===== config.mk =====
export PLATFORM = sky130hd
export DESIGN_NAME = wrr_forward_arbiter
export DESIGN_NICKNAME = d
export VERILOG_FILES = /design/src/rtl/wrr_forward_arbiter_pkg.sv /design/src/rtl/rr_next_ready.sv /design/src/rtl/wrr_forward_arbiter.sv
export SDC_FILE = /design/constraint.sdc
export NUM_CORES = 1
export LEC_CHECK = 0
export CORE_UTILIZATION = 64
export CTS_BUF_LIST = sky130_fd_sc_hd__clkbuf_16
export CTS_CLUSTER_SIZE = 10
export DETAILED_ROUTE_END_ITERATION = 8
export DONT_BUFFER_PORTS = 1
export PLACE_DENSITY = 0.77
export SYNTH_ARGS = -nofsm -noshare
export SYNTH_HDL_FRONTEND = slang
export SYNTH_SLANG_ARGS = --single-unit

===== constraint.sdc =====
create_clock -name i_clk -period 2.95 [get_ports i_clk]
set_clock_uncertainty 0.1 [all_clocks]
set_input_delay 0.1475 -clock i_clk [delete_from_list [all_inputs] [get_ports i_clk]]
set_output_delay 0.1475 -clock i_clk [all_outputs]
set_load 0.05 [all_outputs]

===== src/rtl/wrr_forward_arbiter_pkg.sv =====
// rtl/wrr_forward_arbiter_pkg.sv - shared types and helpers for the weighted round-robin arbiter
//
// Purpose : arbiter FSM state type and index-width helper used by the
//           arbiter top and by the circular ready search.
// Contents: arb_state_t  - IDLE (no owner) / BURST (owner holds the grant)
//           idx_w(n)     - bits needed to index n sources (at least 1)
package wrr_forward_arbiter_pkg;

  typedef enum logic [0:0] {
    ARB_IDLE  = 1'b0,
    ARB_BURST = 1'b1
  } arb_state_t;

  function automatic int idx_w(input int n);
    return (n > 1) ? $clog2(n) : 1;
  endfunction

endpackage


===== src/rtl/rr_next_ready.sv =====
// rtl/rr_next_ready.sv - combinational circular first-set search starting at a given index
//
// Purpose : returns the first set bit of req at or after start, wrapping
//           around, so a search started at owner+1 ends on owner itself.
// Ports   : req   in  N   request vector
//           start in  IW  first index examined (must be < N)
//           found out 1   any bit of req set
//           idx   out IW  index of the first set bit found (0 when none)
module rr_next_ready
  import wrr_forward_arbiter_pkg::*;
#(
  parameter int N = 4,
  localparam int IW = idx_w(N)
) (
  input  logic [N-1:0]  req,
  input  logic [IW-1:0] start,
  output logic          found,
  output logic [IW-1:0] idx
);

  always_comb begin
    logic [IW-1:0] pos;
    found = 1'b0;
    idx   = '0;
    pos   = '0;
    for (int k = 0; k < N; k++) begin
      pos = IW'((int'(start) + k) % N);
      if (!found && req[pos]) begin
        found = 1'b1;
        idx   = pos;
      end
    end
  end

endmodule


===== src/rtl/wrr_forward_arbiter.sv =====
// rtl/wrr_forward_arbiter.sv - work-conserving weighted round-robin arbiter onto one registered rdy/ack sink
//
// Purpose : shares one rdy/ack consumer between N rdy/ack producers. The
//           owner keeps the grant for up to max(weight,1) consecutive
//           transfers; idle sources are skipped without a bubble.
// Ports   : i_clk      in  1     clock
//           i_rstn     in  1     asynchronous reset, active low
//           src_rdys   in  N     per-source ready
//           src_acks   out N     per-source ack, at most one bit set
//           src_datas  in  N*DW  per-source data
//           weights    in  N*WW  burst quota per source, sampled at grant start
//           dst_rdy    out 1     output valid (registered)
//           dst_ack    in  1     output accepted
//           dst_data   out DW    registered data
//           dst_src    out IW    source index of dst_data
module wrr_forward_arbiter
  import wrr_forward_arbiter_pkg::*;
#(
  parameter int N  = 4,
  parameter int DW = 16,
  parameter int WW = 4,
  localparam int IW = idx_w(N)
) (
  input  logic            i_clk,
  input  logic            i_rstn,
  input  logic [N-1:0]    src_rdys,
  output logic [N-1:0]    src_acks,
  input  logic [N*DW-1:0] src_datas,
  input  logic [N*WW-1:0] weights,
  output logic            dst_rdy,
  input  logic            dst_ack,
  output logic [DW-1:0]   dst_data,
  output logic [IW-1:0]   dst_src
);

  arb_state_t    state;
  logic [IW-1:0] owner;
  logic [WW-1:0] credit;

  logic          can_load;
  logic [IW-1:0] search_start;
  logic          next_found;
  logic [IW-1:0] next_idx;
  logic          keep_owner;
  logic          grant_valid;
  logic [IW-1:0] grant_idx;
  logic          take;
  logic [WW-1:0] w_next;
  logic [WW-1:0] credit_load;
  logic [DW-1:0] grant_data;

  assign can_load = !dst_rdy || dst_ack;

  // Search starts just past the owner; in IDLE the kept owner acts as the
  // fairness pointer, and during rotation the owner is examined last.
  assign search_start = (owner == IW'(N - 1)) ? '0 : owner + IW'(1);

  rr_next_ready #(.N(N)) u_next (
    .req   (src_rdys),
    .start (search_start),
    .found (next_found),
    .idx   (next_idx)
  );

  // Owner continues only while it has quota left and is presenting data;
  // otherwise the grant goes to the next ready source in the same cycle.
  assign keep_owner  = (state == ARB_BURST) && src_rdys[owner] && (credit != '0);
  assign grant_valid = keep_owner || next_found;
  assign grant_idx   = keep_owner ? owner : next_idx;
  assign take        = grant_valid && can_load;

  // Reset only masks the ack output; the registers are already held in reset.
  assign src_acks = (take && i_rstn) ? (N'(1) << grant_idx) : '0;

  always_comb begin
    w_next     = '0;
    grant_data = '0;
    for (int i = 0; i < N; i++) begin
      if (next_idx == IW'(i)) w_next = weights[i*WW +: WW];
      if (grant_idx == IW'(i)) grant_data = src_datas[i*DW +: DW];
    end
  end

  // Credit counts transfers remaining after the granting one; weight 0 acts as 1.
  assign credit_load = (w_next == '0) ? '0 : w_next - WW'(1);

  always_ff @(posedge i_clk or negedge i_rstn) begin
    if (!i_rstn) begin
      state  <= ARB_IDLE;
      owner  <= '0;
      credit <= '0;
    end else if (take) begin
      state <= ARB_BURST;
      if (keep_owner) begin
        credit <= credit - WW'(1);
      end else begin
        owner  <= next_idx;
        credit <= credit_load;
      end
    end else if (!grant_valid) begin
      // Nothing ready anywhere: drop the grant but keep owner as the pointer.
      state <= ARB_IDLE;
    end
  end

  always_ff @(posedge i_clk or negedge i_rstn) begin
    if (!i_rstn) begin
      dst_rdy  <= 1'b0;
      dst_data <= '0;
      dst_src  <= '0;
    end else if (can_load) begin
      dst_rdy <= take;
      if (take) begin
        dst_data <= grant_data;
        dst_src  <= grant_idx;
      end
    end
  end

endmodule


Word level (Yosys, flattened, before mapping) --
Index checks and enable logic that the tools add are counted. W data, S select, Z words.
Storage, ports and cells: logic and storage cells 77, register bits after elaboration 26, output and inout port bits 23, input port bits 87
Operators by class: equal/unequal tests 8, reductions and logical operators 18, multiplexer cells 33, magnitude comparators 5, add/subtract/negate cells 6, shift operators 1
Operators with widths (count):
- $mux W16 | 4
- $mux W4 | 7
- $lt A2 B3 Y1 const B | 5
- $mux W2 | 6
- $mux W1 | 11
- $bmux W1 S2 | 5
- $eq A2 B2 Y1 const B | 5
- $sub A4 B1 Y4 const B | 2
- $logic_and A1 B1 Y1 | 7
- $add A2 B1 Y2 const B | 2
- $add A2 B2 Y2 const B | 2
- $eq A2 B1 Y1 const B | 2
- $logic_not A1 Y1 | 4
- $logic_not A2 Y1 | 2
- $logic_not A4 Y1 | 1
- $reduce_bool A4 Y1 | 1
- $shl A1 B2 Y4 const A | 1
- $logic_or A1 B1 Y1 | 2
- $ne A2 B1 Y1 const B | 1
- $reduce_and A2 Y1 | 1

Depth between registers and ports, before layout --
Gate-level depths: netlist of run 1.
word-level depth 22, depth in mapped cells 10, mapped depth without buffers 8

Modules after synthesis --
From an unflattened synthesis of run 1, not the netlist that was laid out.
Second synthesis, totals: cell total of the unflattened synthesis 197, area total of the unflattened synthesis 1995.7 um^2
By module, submodules not included:
- wrr_forward_arbiter | area an instance 1918.1 um^2, instances 1, sequential area each 650.6 um^2, cells an instance 182
- rr_next_ready | area an instance 77.6 um^2, instances 1, sequential area each 0.0 um^2, cells an instance 15

Least setup slack after synthesis of run 1 --
OpenSTA, ideal clock, no wires.
kind reg-to-output, start register, netlist name dst_src[0], end output src_acks[2], buffers on the path 3, arrival time 3166 ps, required time 2703 ps, stages on the path, launching flop included 9, setup slack -463 ps, path through dfrtp_1 buf_6 mux4_2 o311a_4 nor3_2 a21oi_1 buf_6 buf_8 nor3_1
RTL lines:
- end: declaration | RTL line wrr_forward_arbiter.sv:27 | output logic [N-1:0] src_acks,

==> results.ini, run 1 <==
[placement]
hpwlAfterDp_mm=3.98
dpl.cell_count=248
gp_congestion=0.918
port_buffers=0

[clock_network]
cts-root-buf=clkbuf_16
clkLatencyLatePin_ns=0.26
clk_pin_slew_worst_paths_ns=0.06
cts_setup_buffers=0
cts_buffers=3
tritoncts=yes
cts.sinks=24
cts_htree_levels=1
cts_buffer_depth=2

[grt]
grt_max_degree=36
grtUsageTotal_pct=31.6
grt_pass1_vias=1797
grt_pass1_wl_mm=8.27
globalRouteOverflowTotal=0
antenna_found_initial=0

[hold_path]
holdPathEnd=dst_data[10]
hold_class=input pin to flop
hp-start=src_datas[42]
whs_path_depth=2

[setup_path]
crit_arrival_ns=2.55
r2r_end=credit[1]
cp_max_fo=35
critPathRequiredTime_ns=2.70
crit_type=flop to output pin
critPathCaptureType=output pin
crit_path_start_kind=flop
r2r_cells=8
r2r_slack_ns=0.22
r2r-start=dst_src[0]

[detailed_routing]
drc=4
wl_per_cell_um=20.8
ant_nets=0
drt_pre_antenna_iters=6
via_count=1858
drtIter0Drc=93
vias_per_cell=7.29
routed_wl_mm=5.30

[layout]
multi_input_area_mm2=0.00129
antenna-diode-count=0
nNetsFinal=314
fillCellCount=208
regArea_um2=602
final_core_util_pct=75.7
area_growth_pct=7.68
drive_gt1_share_pct=13.4
final_cells=255

[power_and_ir_drop]
vdd_drop_max_uv=873
clkPwrFrac_pct=10.7
power.switching_mw=1.46
p_seq_share_pct=35.7
power.density_mw_per_mm2=1280
pwr-share-comb_pct=53.6
p_int_mw=1.30
power_mw=2.77
swShare_pct=52.9
cellLeakagePower_nw=0.971

[timing]
period_minus_slack_ns=2.79
maxSlewViolCount=0
hold_viol=0
rsz0062_at_grt=false
timing.fmax_mhz=358
hold_ws_ns=0.00662
fin_crit_sh_pct=94.7
worstMarginPinSlew_ns=1.07
relSlewSlack_pct=28.2
setup_violations=0

[floorplanning]
io_pins=110
fp.dieW_um=58.0
placement_rows=19
core_mm2=0.00285
start_util_pct=70.3
die_area_mm2=0.00336
die_h_um=58.0

[yosys]
async_flop_share_pct=100
yosys-top-cells-area=dfrtp_1 (30%), mux2i_1 (17%), o221ai_1 (7.0%), nand2_1 (5.2%), o21ai_0 (3.0%)
yosys_warnings=0
synth_top_area_cell=dfrtp_1
netlist_top_cells_count=mux2i_1 (35), nand2_1 (28), dfrtp_1 (24), o221ai_1 (16), nor2_1 (13)
yosys.area.top_type_share_pct=30.0
ys_ff_latch=24
synthCells=219
synth_edf_count=0
ys_seq_area_share_pct=30.0
yosysMostFrequentCell=mux2i_1
syn-num-nets=308
yosysUniqueCellTypes=49
synthFlopType=dfrtp_1
synth_area_mm2=0.00200
syn_avg_cell_area_um2=9.15

[job]
max_cap_viol_count=0

[status]
violations=design-rule violations
status=complete, but fails checks

[cell usage in the layout, fill, tap and decap left out, types with 2 or more instances in the layout]
master / Yosys / final
a2111oi_1: 2 / 2
a211oi_1: 2 / 2
a21boi_0: 2 / 2
a21oi_1: 6 / 5
a32o_1: 2 / 2
and3_1: 3 / 3
buf_4: 0 / 11
clkbuf_16: 0 / 3
dfrtp_1: 24 / 23
dlygate4sd3_1: 0 / 3
inv_1: 4 / 4
mux2i_1: 35 / 35
nand2_1: 28 / 28
nand2b_1: 4 / 3
nand3_1: 3 / 3
nand4_1: 4 / 4
nor2_1: 13 / 13
nor3_1: 7 / 5
nor3_2: 1 / 3
nor3b_1: 3 / 3
nor4_1: 2 / 2
nor4b_1: 3 / 3
o2111ai_1: 2 / 2
o21a_1: 3 / 2
o21ai_0: 12 / 12
o221ai_1: 16 / 16
o32a_1: 2 / 2
o32ai_1: 2 / 2
or3_1: 2 / 2
[flip-flops by register name, summed over array words and instances, names as in the netlist]
name      cells
dst_data     16
credit        4
dst_src       1
dst_rdy       1
owner         1
state         1
[what timing repair did]
item | in CTS | in global routing
gates resized for setup | 0 | 4
hold buffers | 3 | 0
endpoints found under the hold margin | 25 | 0
setup endpoints to repair | 0 | 20
[cell type report]
type	count	area share, %
multi-input combinational	177	59.8
sequential	24	27.9
timing repair buffer	15	6.14
clock buffer	3	3.48
tap	31	1.80
inverter	4	0.696
clock inverter	1	0.174
[critical path: stages, from the launching register on]
cell     delay [ns]
dfrtp_2        0.47
ha_2           0.40
nor2b_1        0.07
or3_1          0.40
nor3_2         0.19
a21oi_4        0.06
buf_12         0.19
nor3_2         0.25
buf_4          0.24
[power by group through the flow]
stage               registers [mW]  logic (mW)  clock network (mW)
floorplan                    0.989        1.25                   0
global placement             0.983        1.39                   0
detailed placement           0.990        1.45                   0
CTS                          0.987        1.46               0.297
global route                  1.01        1.62               0.307
finish                       0.988        1.48               0.295
[worst max path at each step]
stage,startpoint,to,slack [ns],cells after the start
floorplan,dst_src[0],src_acks[0],-0.05,8
CTS,dst_src[0],src_acks[2],0.1,8
global route,dst_src[0],src_acks[2],0.05,8
detailed placement,dst_src[0],dst_data[13],0.19,7
finish,dst_src[0],src_acks[2],0.16,8
global placement,dst_src[0],credit[0],0.31,7
[cell families (layout without fill, tap and decap cells)]
family	after synthesis	after routing	share of synthesized area [%]
fa+ha+maj	2	2	1.25
buf+inv	18	23	6.99
simple gates	77	77	19.2
compound gates	62	62	24.0
flops	24	24	30.0
mux	36	36	18.6
[per-stage QoR]
step | instance area [um2] | worst slack (ns) | TNS, ns
5_1_grt | 2160 | 0.0482 | 0
3_3_place_gp | 2040 | 0.312 | 0
6_report | 2160 | 0.156 | 0
4_1_cts | 2150 | 0.0984 | 0
2_1_floorplan | 2010 | -0.0529 | -0.168
3_5_place_dp | 2040 | 0.189 | 0
[per-layer routing]
metal | track usage (%) | vias to the layer above | wire (um)
met2 | 54.4 | 102 | 2690
met1 | 40.7 | 888 | 2140
li1 | - | 861 | -
met5 | 0 | - | 0
met4 | 7.82 | 0 | 60
met3 | 6.70 | 7 | 404
No activity file was read; power rests on OpenSTA's default activity.
==> run 2, diff against run 1 <==
- CTS_CLUSTER_SIZE: 10 -> 20
- PLACE_DENSITY: 0.77 -> not set
- PLACE_DENSITY_LB_ADDON: not set -> 0.3
==> run 2 against run 1 <==
Against the previous run: the run ends with design-rule violations, negative hold slack left; power is 1.2% higher; non-clock buffer count unchanged; worst setup slack worse by 0.0083 ns; wire length rose by 3.6%; via count rose by 2.2%; first-iteration DRC count is 18% higher; clock power hardly changed; critical path depth is 1 lower; critical path type is now flop to flop; critical endpoint is now credit[1]; highest routed layer unchanged.
==> results.ini, run 2 (synthesis results as in run 1) <==
[grt]
grt_max_degree=26
antenna_found_initial=0
grtUsageTotal_pct=33.1
grt_pass1_vias=1816
grt_pass1_wl_mm=8.46
globalRouteOverflowTotal=0

[layout]
largest_reg_flops=16
largestRegisters=dst_data x16, credit x4
final_common_cell=mux2i_1
drive_gt1_share_pct=12.9
area_growth_pct=8.11
largest_register=dst_data
antenna-diode-count=0
final_core_util_pct=76.0
final_cell_mix=mux2i_1 (35), nand2_1 (28), dfrtp_1 (24), o221ai_1 (16), nor2_1 (13)
fillCellCount=208
nNetsFinal=314
final_cells=255

[setup_path]
crit_path_start_kind=flop
slowest_delay_ns=0.46
r2r_cells=7
r2r-start=dst_src[0]
cp.buffers_inverters=0
cp_max_fo=8
r2r_end=credit[1]
crit_chain=ha_1, or3b_1, o21ai_1, nor2_1, o32a_1, a32o_1, a31o_2
crit_arrival_ns=2.85
slowest_stage=dfrtp_1
r2r_slack_ns=0.15
crit_family=compound AO/OA/AOI/OAI gates
crit_type=flop to flop
critPathCaptureType=flop
critPathRequiredTime_ns=3.00

[timing]
hold_viol=1
worst_slack_ns=0.148
relSlewSlack_pct=28.5
setup_violations=0
worstMarginPinSlew_ns=1.07
timing.fmax_mhz=357
period_minus_slack_ns=2.80
maxSlewViolCount=0
fin_crit_sh_pct=95.0
hold_ws_ns=-0.000628

[clock_network]
cts.sinks=24
clk_pin_slew_worst_paths_ns=0.06
cts_buffers=3
clkLatencyLatePin_ns=0.26
tritoncts=yes
cts_buffer_depth=2
cts_htree_levels=1
cts-root-buf=clkbuf_16

[floorplanning]
start_util_pct=70.3
die_h_um=58.0
fp.dieW_um=58.0
die_area_mm2=0.00336
io_pins=110
core_mm2=0.00285
placement_rows=19

[status]
violations=design-rule violations, negative hold slack
status=complete, but fails checks

[hold_path]
whs_path_depth=2
hp-start=src_rdys[1]
hold_class=input pin to flop
holdPathEnd=state

[power_and_ir_drop]
power_mw=2.80
cellLeakagePower_nw=0.976
power.density_mw_per_mm2=1290
vdd_drop_max_uv=1040

[detailed_routing]
wl_met3_um=456
drt_pre_antenna_iters=6
wl_met2_mm=2.85
drtIter0Drc=110
ant_nets=0
drc=6
via_count=1898
vias_per_cell=7.44
top_layer_used=met4
wl_met1_mm=2.08
wl_per_cell_um=21.5
routed_wl_mm=5.49

[placement]
port_buffers=0
dpl.cell_count=246
hpwlAfterDp_mm=4.09
gp_congestion=0.971
pre_cts_ws_ns=-0.0168

[job]
max_cap_viol_count=0

-- run 2: what timing repair did --
action	in CTS	in global routing
hold endpoints to repair	25	0
buffers inserted	2	0
hold buffers	3	0
resized for setup	1	5
endpoints found under the setup margin	3	24
cloned	0	0
-- run 2: layout make-up --
type	count	area (um2)	share of cell area (%)
Timing Repair Buffer	15	133	6.12
Inverter	4	15.0	0.693
Multi-Input combinational cell	177	1300	60.0
Tap cell	31	38.8	1.79
Clock buffer	3	75.1	3.46
Sequential cell	24	601	27.7
Clock inverter	1	3.75	0.173
-- run 2: metrics by stage --
step | TNS, ns | area, um2
after floorplan | -0.168 | 2010
after global placement | 0 | 2030
after detailed placement | -0.0205 | 2030
after CTS | 0 | 2150
after global routing | -0.00820 | 2170
final | 0 | 2170
-- run 2: power by group --
| part | internal [mW] | switching (mW) | leakage, nW |
|---|---|---|---|
| registers | 0.473 | 0.511 | 0.287 |
| logic | 0.655 | 0.868 | 0.651 |
| clock network | 0.181 | 0.114 | 0.0385 |
| total | 1.31 | 1.49 | 0.976 |
-- run 2: how the worst max path moves through the flow --
stage                     startpoint           end  slack [ns]  cells past startpoint
after floorplan           dst_src[0]   src_acks[0]       -0.05                      8
after global placement    dst_src[0]  dst_data[10]        0.19                      7
after detailed placement  dst_src[0]   dst_data[4]       -0.02                      7
after CTS                 dst_src[0]   src_acks[1]        0.03                      8
after global routing      dst_src[0]   src_acks[1]      -0.008                      8
final                     dst_src[0]     credit[1]        0.15                      7
-- run 2: routing by layer --
layer | track usage [%] | vias up
met5 | 0 | -
met4 | 13.6 | 0
met3 | 7.14 | 12
met2 | 58.3 | 123
met1 | 39.1 | 898
li1 | - | 865
==> run 3, diff against run 2 <==
- CTS_BUF_LIST: sky130_fd_sc_hd__clkbuf_16 -> sky130_fd_sc_hd__clkbuf_8 sky130_fd_sc_hd__clkbuf_16
- PLACE_DENSITY: not set -> 0.8
- PLACE_DENSITY_LB_ADDON: 0.3 -> not set
==> run 3 against run 2 <==
Against the previous run: the flow still finishes with violations (design-rule violations, negative hold slack); final cell count fell by 0.39%; core utilization is 1.8 points lower; sequential share of layout area is 0.67 points higher; critical path depth increased by 1; maximum frequency rose by 0.43%; global-route usage is 1.1 points lower; first-iteration DRC count stayed put; power decreased by 4.4%; register-to-register slack improved by 0.08 ns; largest cell class unchanged; highest routed layer unchanged.
==> results.ini, run 3 (synthesis results as in run 1) <==
[status]
violations=design-rule violations, negative hold slack
status=complete, but fails checks

[grt]
globalRouteOverflowTotal=0
grt_pass1_wl_mm=8.31
grt_max_degree=36
antenna_found_initial=0
grtUsageTotal_pct=32.0
grt_pass1_vias=1845

[clock_network]
cts.sinks=24
clk_pin_slew_worst_paths_ns=0.08
cts-root-buf=clkbuf_8
tritoncts=yes
cts_setup_buffers=0
clkLatencyLatePin_ns=0.27
cts_htree_levels=1
cts_buffer_depth=2
cts_buffers=3

[layout]
fillCellCount=219
area_growth_pct=5.56
largest_register=dst_data
final_cell_mix=mux2i_1 (35), nand2_1 (28), dfrtp_1 (24), o221ai_1 (16), nor2_1 (13)
drive_gt1_share_pct=12.1
largest_reg_flops=16
antenna-diode-count=0
finish.instance_area_mm2=0.00212
final_common_cell=mux2i_1
final_core_util_pct=74.2
nNetsFinal=314
largestRegisters=dst_data x16, credit x4
final_cells=254

[floorplanning]
fp.dieW_um=58.0
die_area_mm2=0.00336
placement_rows=19
core_mm2=0.00285
io_pins=110
start_util_pct=70.3
die_h_um=58.0

[hold_path]
hold_class=input pin to flop

[timing]
timing.fmax_mhz=358
hold_viol=1
rsz0062_at_grt=false
maxSlewViolCount=0
hold_ws_ns=-0.00406
setup_violations=0
setup_tns_ns=0
relSlewSlack_pct=28.6
fin_crit_sh_pct=94.6
worstMarginPinSlew_ns=1.07
worst_slack_ns=0.160
period_minus_slack_ns=2.79

[placement]
pre_cts_ws_ns=0.171
dpl.cell_count=248
dpl_cell_area_mm2=0.00204
gp_congestion=0.926
hpwlAfterDp_mm=4.11
port_buffers=0

[job]
max_cap_viol_count=0

[power_and_ir_drop]
power_mw=2.68
vdd_drop_max_uv=923
cellLeakagePower_nw=0.957
power.density_mw_per_mm2=1270

[setup_path]
critPathRequiredTime_ns=2.70
cp_max_fo=35
crit_type=flop to output pin
crit_path_start_kind=flop
crit_arrival_ns=2.54
critPathCaptureType=output pin

[detailed_routing]
ant_nets=0
drtIter0Drc=110
drc=4
wl_per_cell_um=21.2
routed_wl_mm=5.37
drt_pre_antenna_iters=6
via_count=1860
vias_per_cell=7.32

run 3: cell count changes in the layout (fill, tap and decap cells not counted), moves of 2 or more:
| cell | change |
|---|---|
| clkbuf_16 | -3 |
| o21ai_1 | -2 |
| o21ai_0 | +2 |
| clkbuf_8 | +3 |
run 3: critical path, stage by stage (launching register included):
cell	delay, ns
dfrtp_1	0.43
ha_1	0.40
nor2b_1	0.08
or3_1	0.42
nor3_2	0.19
a21oi_4	0.06
buf_12	0.19
nor3_2	0.24
buf_4	0.23
run 3: metal layers:
layer | part of all wire [%] | GRT usage (%)
met5 | 0 | 0
met4 | 1.3 | 8.16
met3 | 8.1 | 8.48
met2 | 51 | 55.5
met1 | 39 | 39.8
run 3: area by class of cell:
cell class	instances	area (um2)	area share (%)
Multi-Input combinational cell	177	1290	60.9
Sequential cell	24	601	28.4
Timing Repair Buffer	15	133	6.27
Clock buffer	3	41.3	1.95
Tap cell	31	38.8	1.83
Inverter	4	15.0	0.710
run 3: worst paths after layout:
| path | start | depth (start not counted) | endpoint | slack, ns |
|---|---|---|---|---|
| max | dst_src[0] | 8 | src_acks[2] | 0.16 |
| min | src_datas[42] | 2 | dst_data[10] | -0.004 |
| max reg2reg | dst_src[0] | 8 | credit[3] | 0.23 |
| min reg2reg | credit[0] | 2 | credit[0] | 0.47 |
| max in group asynchronous | i_rstn | 1 | dst_data[15] | 1.69 |
| min in group asynchronous | i_rstn | 1 | credit[3] | 0.42 |
run 3: report_power, final:
part           switching [mW]  leakage (nW)  internal [mW]
sequential              0.510         0.287          0.472
combinational           0.857         0.648          0.642
clock                   0.105        0.0216         0.0916
run 3: repair_timing:
action,CTS,global route
gates resized for setup,0,1
hold endpoints to repair,25,0
hold buffers,3,0
setup endpoints to repair,0,10
